--- config.mk ---
export PLATFORM = sky130hd
export DESIGN_NAME = wb_scheduler
export DESIGN_NICKNAME = d
export VERILOG_FILES = /design/src/rtl/diff_demo_pkg.sv /design/src/rtl/wb_scheduler.sv
export SDC_FILE = /design/constraint.sdc
export NUM_CORES = 1
export LEC_CHECK = 0
export ABC_AREA = 1
export CAP_MARGIN = 20
export CORE_UTILIZATION = 55
export CTS_CLUSTER_DIAMETER = 50
export DETAILED_ROUTE_END_ITERATION = 8
export GPL_ROUTABILITY_DRIVEN = 0
export HOLD_SLACK_MARGIN = 0.03
export PLACE_DENSITY = 0.93
export SETUP_SLACK_MARGIN = 0.2
export SYNTH_ARGS = -nofsm -noshare
export SYNTH_HDL_FRONTEND = slang
export SYNTH_SLANG_ARGS = --single-unit
export TNS_END_PERCENT = 10
--- constraint.sdc ---
create_clock -name clk -period 3.85 [get_ports clk]
set_input_delay 0.77 -clock clk [delete_from_list [all_inputs] [get_ports clk]]
set_output_delay 0.77 -clock clk [all_outputs]
set_load 0.02 [all_outputs]
--- src/rtl/diff_demo_pkg.sv ---
// Shared types and defaults for the write-back scheduler.
package diff_demo_pkg;

  localparam int FM_ADDR_W_DEF = 16;

  typedef enum logic [2:0] {
    S_IDLE,
    S_WAIT_BANK,
    S_ISSUE,
    S_RUN,
    S_RELEASE,
    S_DONE
  } wb_state_t;

endpackage

--- src/rtl/wb_scheduler.sv ---
// Write-back scheduler: walks the channels of a layer, waiting on the
// expected psum ping-pong bank, issuing one write-back per channel,
// counting written bytes to advance the feature-map base address and
// releasing the bank when write-back reports completion.
module wb_scheduler
  import diff_demo_pkg::*;
#(
  parameter int FM_ADDR_W = FM_ADDR_W_DEF,
  parameter int BANKS     = 2
) (
  input  logic                 clk,
  input  logic                 rst_n,
  input  logic                 cfg_valid,
  output logic                 cfg_ready,
  input  logic [7:0]           cfg_ch_num,
  input  logic [7:0]           cfg_w_num,
  input  logic [7:0]           cfg_h_num,
  input  logic [7:0]           cfg_w_cut,
  input  logic                 cfg_is_diff,
  input  logic [BANKS-1:0]     bank_full,
  output logic [BANKS-1:0]     bank_release,
  output logic                 wb_ctrl_valid,
  input  logic                 wb_ctrl_ready,
  input  logic                 wb_ctrl_finish,
  output logic [7:0]           wb_w_num_o,
  output logic [7:0]           wb_h_num_o,
  output logic [7:0]           wb_w_cut_o,
  output logic                 wb_is_diff_o,
  output logic                 wb_bank_sel,
  input  logic                 wb_data_valid,
  output logic [FM_ADDR_W-1:0] fm_base_addr,
  output logic [7:0]           ch_idx,
  output logic                 busy,
  output logic                 layer_done,
  output logic                 cfg_err
);

  wb_state_t            state_q, state_d;
  logic [7:0]           ch_num_q;
  logic [FM_ADDR_W-1:0] byte_cnt;
  logic                 exp_bank;
  logic                 accept;
  logic                 cfg_bad;
  logic [7:0]           ch_next;

  assign accept      = (state_q == S_IDLE) && cfg_valid;
  assign cfg_bad     = (cfg_w_num == 8'd0) || (cfg_h_num == 8'd0);
  assign ch_next     = ch_idx + 8'd1;
  assign wb_bank_sel = exp_bank;

  // State register.
  always_ff @(posedge clk or negedge rst_n) begin
    if (!rst_n) state_q <= S_IDLE;
    else        state_q <= state_d;
  end

  // Next-state decode and Moore outputs.
  always_comb begin
    state_d       = state_q;
    cfg_ready     = 1'b0;
    busy          = 1'b1;
    wb_ctrl_valid = 1'b0;
    bank_release  = '0;
    layer_done    = 1'b0;
    case (state_q)
      S_IDLE: begin
        cfg_ready = 1'b1;
        busy      = 1'b0;
        if (cfg_valid) begin
          // A malformed window leaves the scheduler idle; it only flags cfg_err.
          if (cfg_bad)                state_d = S_IDLE;
          else if (cfg_ch_num == 8'd0) state_d = S_DONE;
          else                         state_d = S_WAIT_BANK;
        end
      end
      S_WAIT_BANK: begin
        if (bank_full[exp_bank]) state_d = S_ISSUE;
      end
      S_ISSUE: begin
        wb_ctrl_valid = 1'b1;
        if (wb_ctrl_ready) state_d = S_RUN;
      end
      S_RUN: begin
        if (wb_ctrl_finish) state_d = S_RELEASE;
      end
      S_RELEASE: begin
        bank_release[exp_bank] = 1'b1;
        state_d = (ch_next == ch_num_q) ? S_DONE : S_WAIT_BANK;
      end
      S_DONE: begin
        layer_done = 1'b1;
        state_d    = S_IDLE;
      end
      default: state_d = S_IDLE;
    endcase
  end

  // Config latch, channel/address bookkeeping and error pulse.
  always_ff @(posedge clk or negedge rst_n) begin
    if (!rst_n) begin
      ch_num_q     <= '0;
      wb_w_num_o   <= '0;
      wb_h_num_o   <= '0;
      wb_w_cut_o   <= '0;
      wb_is_diff_o <= 1'b0;
      byte_cnt     <= '0;
      fm_base_addr <= '0;
      ch_idx       <= '0;
      exp_bank     <= 1'b0;
      cfg_err      <= 1'b0;
    end else begin
      cfg_err <= accept && cfg_bad;
      if (accept) begin
        ch_num_q     <= cfg_ch_num;
        wb_w_num_o   <= cfg_w_num;
        wb_h_num_o   <= cfg_h_num;
        wb_w_cut_o   <= cfg_w_cut;
        wb_is_diff_o <= cfg_is_diff;
        byte_cnt     <= '0;
        fm_base_addr <= '0;
        ch_idx       <= '0;
        exp_bank     <= 1'b0;
      end
      if (state_q == S_RUN && wb_data_valid) begin
        byte_cnt <= byte_cnt + FM_ADDR_W'(1);
      end
      if (state_q == S_RELEASE) begin
        fm_base_addr <= fm_base_addr + byte_cnt;
        byte_cnt     <= '0;
        exp_bank     <= ~exp_bank;
        ch_idx       <= ch_next;
      end
    end
  end

endmodule
* Yosys cells after proc, flatten, opt, wreduce, memory -nomap -nowiden
Cells that the tools add are included.
** Storage, ports and cells
- Memories :: 0
- Input port bits :: 41
- Logic and storage cells :: 64
- Latch bits :: 0
- Memory bits (read-only) :: 0
- Bits in writable memories :: 0
- Bits in registers :: 78
- Output and inout bits :: 57
** Operators by class
- Reductions and logical operators :: 12
- Shift-type cells :: 0
- Add/sub/neg operators :: 3
- Bitwise operators :: 1
- Eq/ne operators :: 10
- Divide/modulo/power cells :: 0
- Multipliers :: 0
- Multiplexer cells :: 25
- Order comparisons :: 2
** Operators by type and width (count)
- $mux W16 :: 4
- $logic_not A8 Y1 :: 3
- $mux W3 :: 7
- $add A16 B1 Y16 const B :: 1
- $add A16 B16 Y16 :: 1
- $mux W8 :: 2
- $pmux W3 S5 :: 1
- $mux W1 :: 9
- $add A8 B1 Y8 const B :: 1
- $eq A8 B8 Y1 :: 1
- $ne A2 B2 Y1 const B :: 4
- $eq A3 B2 Y1 const B :: 2
- $eq A3 B3 Y1 const B :: 2
- $logic_and A1 B1 Y1 :: 4
- $reduce_and A4 Y1 :: 1
- $eq A3 B1 Y1 const B :: 1
- $logic_not A3 Y1 :: 1
- $reduce_bool A3 Y1 :: 1
- $lt A1 B2 Y1 const B :: 1
- $mux W2 :: 1
- $reduce_bool A2 Y1 :: 1
- $demux W1 S1 :: 1
- $ge A1 B1 Y1 const B :: 1
- $logic_or A1 B1 Y1 :: 1
- $not A1 Y1 :: 1

* Logic depth before layout (Yosys ltp)
- Word-level depth :: 5
- Mapped depth :: 11

* Worst setup path after synthesis
OpenSTA, ideal clock, no wires.
- Path type :: register to output
- Start point :: register state_q[1]
- End point :: output bank_release[1]
- Slack :: 1.837 ns
- Stages on the path, launching flop included :: 7
- Arrival :: 1.243 ns
- Path through :: dfrtp_1 inv_2 nand2_4 nor2_8 inv_2 buf_2 nor2_1
** On the way
- Longest elaborated chain between the ends :: 2
** Ends and longest elaborated chain
- start, declared :: line wb_scheduler.sv:38 : wb_state_t state_q, state_d;
- start signal, assigned :: line wb_scheduler.sv:54 : else state_q <= state_d;
- $eq A3 B3 Y1 :: line wb_scheduler.sv:65 : case (state_q)
- $mux W2 :: line wb_scheduler.sv:65
- end, declared :: line wb_scheduler.sv:21 : output logic [BANKS-1:0] bank_release,
No other way between the ends.

* Final worst setup path
- Start point :: register state_q[0]
- End point :: output bank_release[0]
The elaborated chain is that of the path after synthesis.

==> summary.md <==
| Metric | Value |
|---|---|
| Startpoint Class | `register` |
| Via count | `4307` |
| Unrepaired setup endpoints after global routing | `false` |
| Initial antenna violation count | `0` |
| Critical path arrival | `2.26 ns` |
| Post-route setup TNS | `0 ns` |
| Worst Slack Setup Final | `0.8162 ns` |
| FF-to-FF Start | `byte_cnt[0]` |
| Port bufs | `97` |
| Die area | `8330 sq um` |
| CTS Buffer Depth | `2` |
| Layout cells sized above 1 | `0.05349` |
| # rows | `32` |
| Lkg Pwr | `2.731 nW` |
| Via density | `5.557` |
| Number of fill cells | `553` |
| Fin. Hold Viols | `0` |
| Final setup vio count | `0` |
| Clk sinks | `78` |
| HPWL Detailed | `8048 microns` |
| Commonest non-fill, non-tap cell in the layout | `nand2_1` |
| TritonCTS clock tree | `built` |
| Multi-input combinational cell area | `2183 sq um` |
| Reg-to-reg endpoint | `fm_base_addr[8]` |
| Initial Util | `0.5672` |
| Nets | `728` |
| Slew Limit Headroom | `0.3449` |
| Core box area | `7727 sq um` |
| Htree depth | `3` |
| WP data required | `3.08 ns` |
| Detailed Route WL | `11450 microns` |
| Yosys Warn Count | `0` |
| Syn Nets | `631` |
| Worst hold path depth | `2` |
| Slew Limit Fails | `0` |
| DRT antenna net count | `0` |
| Cts bufs inserted | `9` |
| Worst hold start | `wb_w_num_o[1]` |
| Mapped cell area | `4383 sq um` |
| Library cells used by synthesis | `37` |
| Outcome | `finished, final reports clean` |
| Most area-consuming cells after synthesis | `dfrtp_1, nand2_1, ha_1` |
| Register-to-register setup slack | `1.82 ns` |
| TritonRoute pass-1 iters | `6` |
| # DRC | `0` |
| Vias in the first global route | `4208` |
| Total track usage | `0.2876` |
| Die Span X | `91.27 microns` |
| Final min period | `3.034 ns` |
| Area Overhead vs Synth | `28.18%` |
| CP Class | `reg2out` |
| Worst-case vdd ir drop | `0.5018 mV` |
| Post-CTS resize count | `0` |
| Syn_area_per_cell | `7.663 sq um` |
| FFs w/ async S/R, synth | `1.000` |
| CTS Root Cell | `clkbuf_8` |
| PwrDens | `568.8 nW/um^2` |
| Reg clk slew, reported paths | `0.08 ns` |
| Slew at the pin with the worst max-slew slack | `0.9827 ns` |
| MaxCap Viol Count | `0` |
| Final Skew | `0.009575 ns` |
| Postcts setup bufs | `0` |
| Largest net degree at the start of global routing | `79` |
| Place WS | `1.246 ns` |
| Tcrit/Tclk final | `0.7880` |
| Placed cell areas | `5415 sq um` |
| Fmax | `329.6 MHz` |
| Wire per inst | `14.78 microns` |
| Primary FF master, synth | `dfrtp_1` |
| Hold buffers post-CTS | `0` |
| Most frequent cells in the layout | `nand2_1, clkdlybuf4s50_1, dfrtp_1, inv_1, nor2_1` |
| Antenna Diode Count | `0` |
| Final instance area | `5618 sq um` |
| Die height | `91.27 microns` |
| Drt first-iter violations | `366` |
| Worst Setup End Kind | `primary output` |
| Number of synthesized flops with an enable pin | `0` |
| Hold endpoint | `wb_w_num_o[1]` |
| Hold/Removal Path Class | `reg2reg` |
| Register area share after synthesis | `0.4453` |
| Finished Core Util | `0.7270` |
| Reg2Reg Depth | `11` |
| Global route overflow | `0` |
| Post-Syn Instances | `572` |
| FF/Latch Area | `1952 sq um` |
| Leading area contributor after synthesis | `dfrtp_1` |
| Num ports | `98` |
| Yosys top cell area share | `0.4453` |
| Hold WS | `0.4792 ns` |
| Global-route wire length before repair | `18980 microns` |
| Critical path fanouts, max | `15` |
| Clock Latency Late Sink | `0.36 ns` |
| #FFs+latches synth | `78` |
[state kept, by name, indices dropped and copies added (netlist names)]
register	flops
state_q	3
cfg_err	1
wb_is_diff_o	1
wb_h_num_o	8
wb_w_num_o	8
wb_bank_sel	1
wb_w_cut_o	8
ch_idx	8
byte_cnt	16
fm_base_addr	16
ch_num_q	8
[cells in the mapped netlist, types with 2 or more instances]
| master | n |
|---|---|
| xnor2_1 | 2 |
| dfrtp_1 | 78 |
| inv_2 | 6 |
| o22ai_1 | 7 |
| o21ai_1 | 4 |
| a21o_1 | 3 |
| nand2_1 | 213 |
| xor2_1 | 2 |
| nand2_2 | 2 |
| nor2_8 | 3 |
| nor4_1 | 3 |
| nand4_1 | 4 |
| ha_1 | 17 |
| buf_2 | 9 |
| nand3_1 | 37 |
| a22o_1 | 4 |
| nor2_1 | 40 |
| nor3_1 | 11 |
| a21oi_1 | 33 |
| o21ai_0 | 34 |
| nand3b_1 | 5 |
| inv_1 | 40 |
[stage by stage]
step                      total power [mW]  std cells
after floorplan                      1.986        572
after global placement               2.459        760
after detailed placement             2.516        760
after CTS                            3.191        775
after global routing                 3.356        775
final                                3.195        775
[area by class of cell]
type,instances,share of cell area
clock buffers,10,0.02272
clock inverters,5,0.01336
inverters,48,0.03274
multi-input cells,435,0.3886
flip-flops and latches,78,0.3474
well taps,102,0.02272
repair buffers,97,0.1724
[per-layer routing]
layer | share of wire | GRT usage | vias to the layer above
met3 | 0.063 | 0.05109 | 41
met4 | 0.036 | 0.1627 | 0
met2 | 0.51 | 0.4905 | 172
met5 | 0 | 0 | -
li1 | - | - | 2055
met1 | 0.39 | 0.3425 | 2039
[critical path, cell delays in order, from the launching register on]
cell	delay [ns]
dfrtp_1	0.42
inv_2	0.13
nand2_4	0.10
nor2_8	0.27
inv_2	0.21
nor2_1	0.16
clkdlybuf4s50_1	0.62
[where the power goes]
group,leakage (nW),internal [mW],switching [mW]
Combinational,1.59,0.534,0.815
Clock,0.106,0.359,0.307
Sequential,1.03,1.03,0.155
[cells by family (layout without fill, tap and decap cells)]
family,Yosys count,in the layout,share of synthesized area
AO/OA/AOI/OAI,87,87,0.1076
multiplexers,1,1,0.003425
flip-flops,78,78,0.4453
AND/OR/NAND/NOR,325,325,0.3260
XOR/XNOR,4,4,0.007995
buffers and inverters,59,160,0.05652
adder cells (fa/ha/maj),18,18,0.05310
[worst max-delay path by stage]
| stage | start | to | slack [ns] | cells past startpoint |
|---|---|---|---|---|
| after floorplan | state_q[1] | bank_release[1] | 1.84 | 6 |
| after global placement | state_q[1] | bank_release[0] | 1.28 | 6 |
| after detailed placement | state_q[1] | bank_release[0] | 1.25 | 6 |
| after CTS | state_q[1] | bank_release[0] | 0.82 | 6 |
| after global routing | state_q[1] | bank_release[0] | 0.74 | 6 |
| final | state_q[0] | bank_release[0] | 0.82 | 6 |
(Power assumes the default switching activity.)
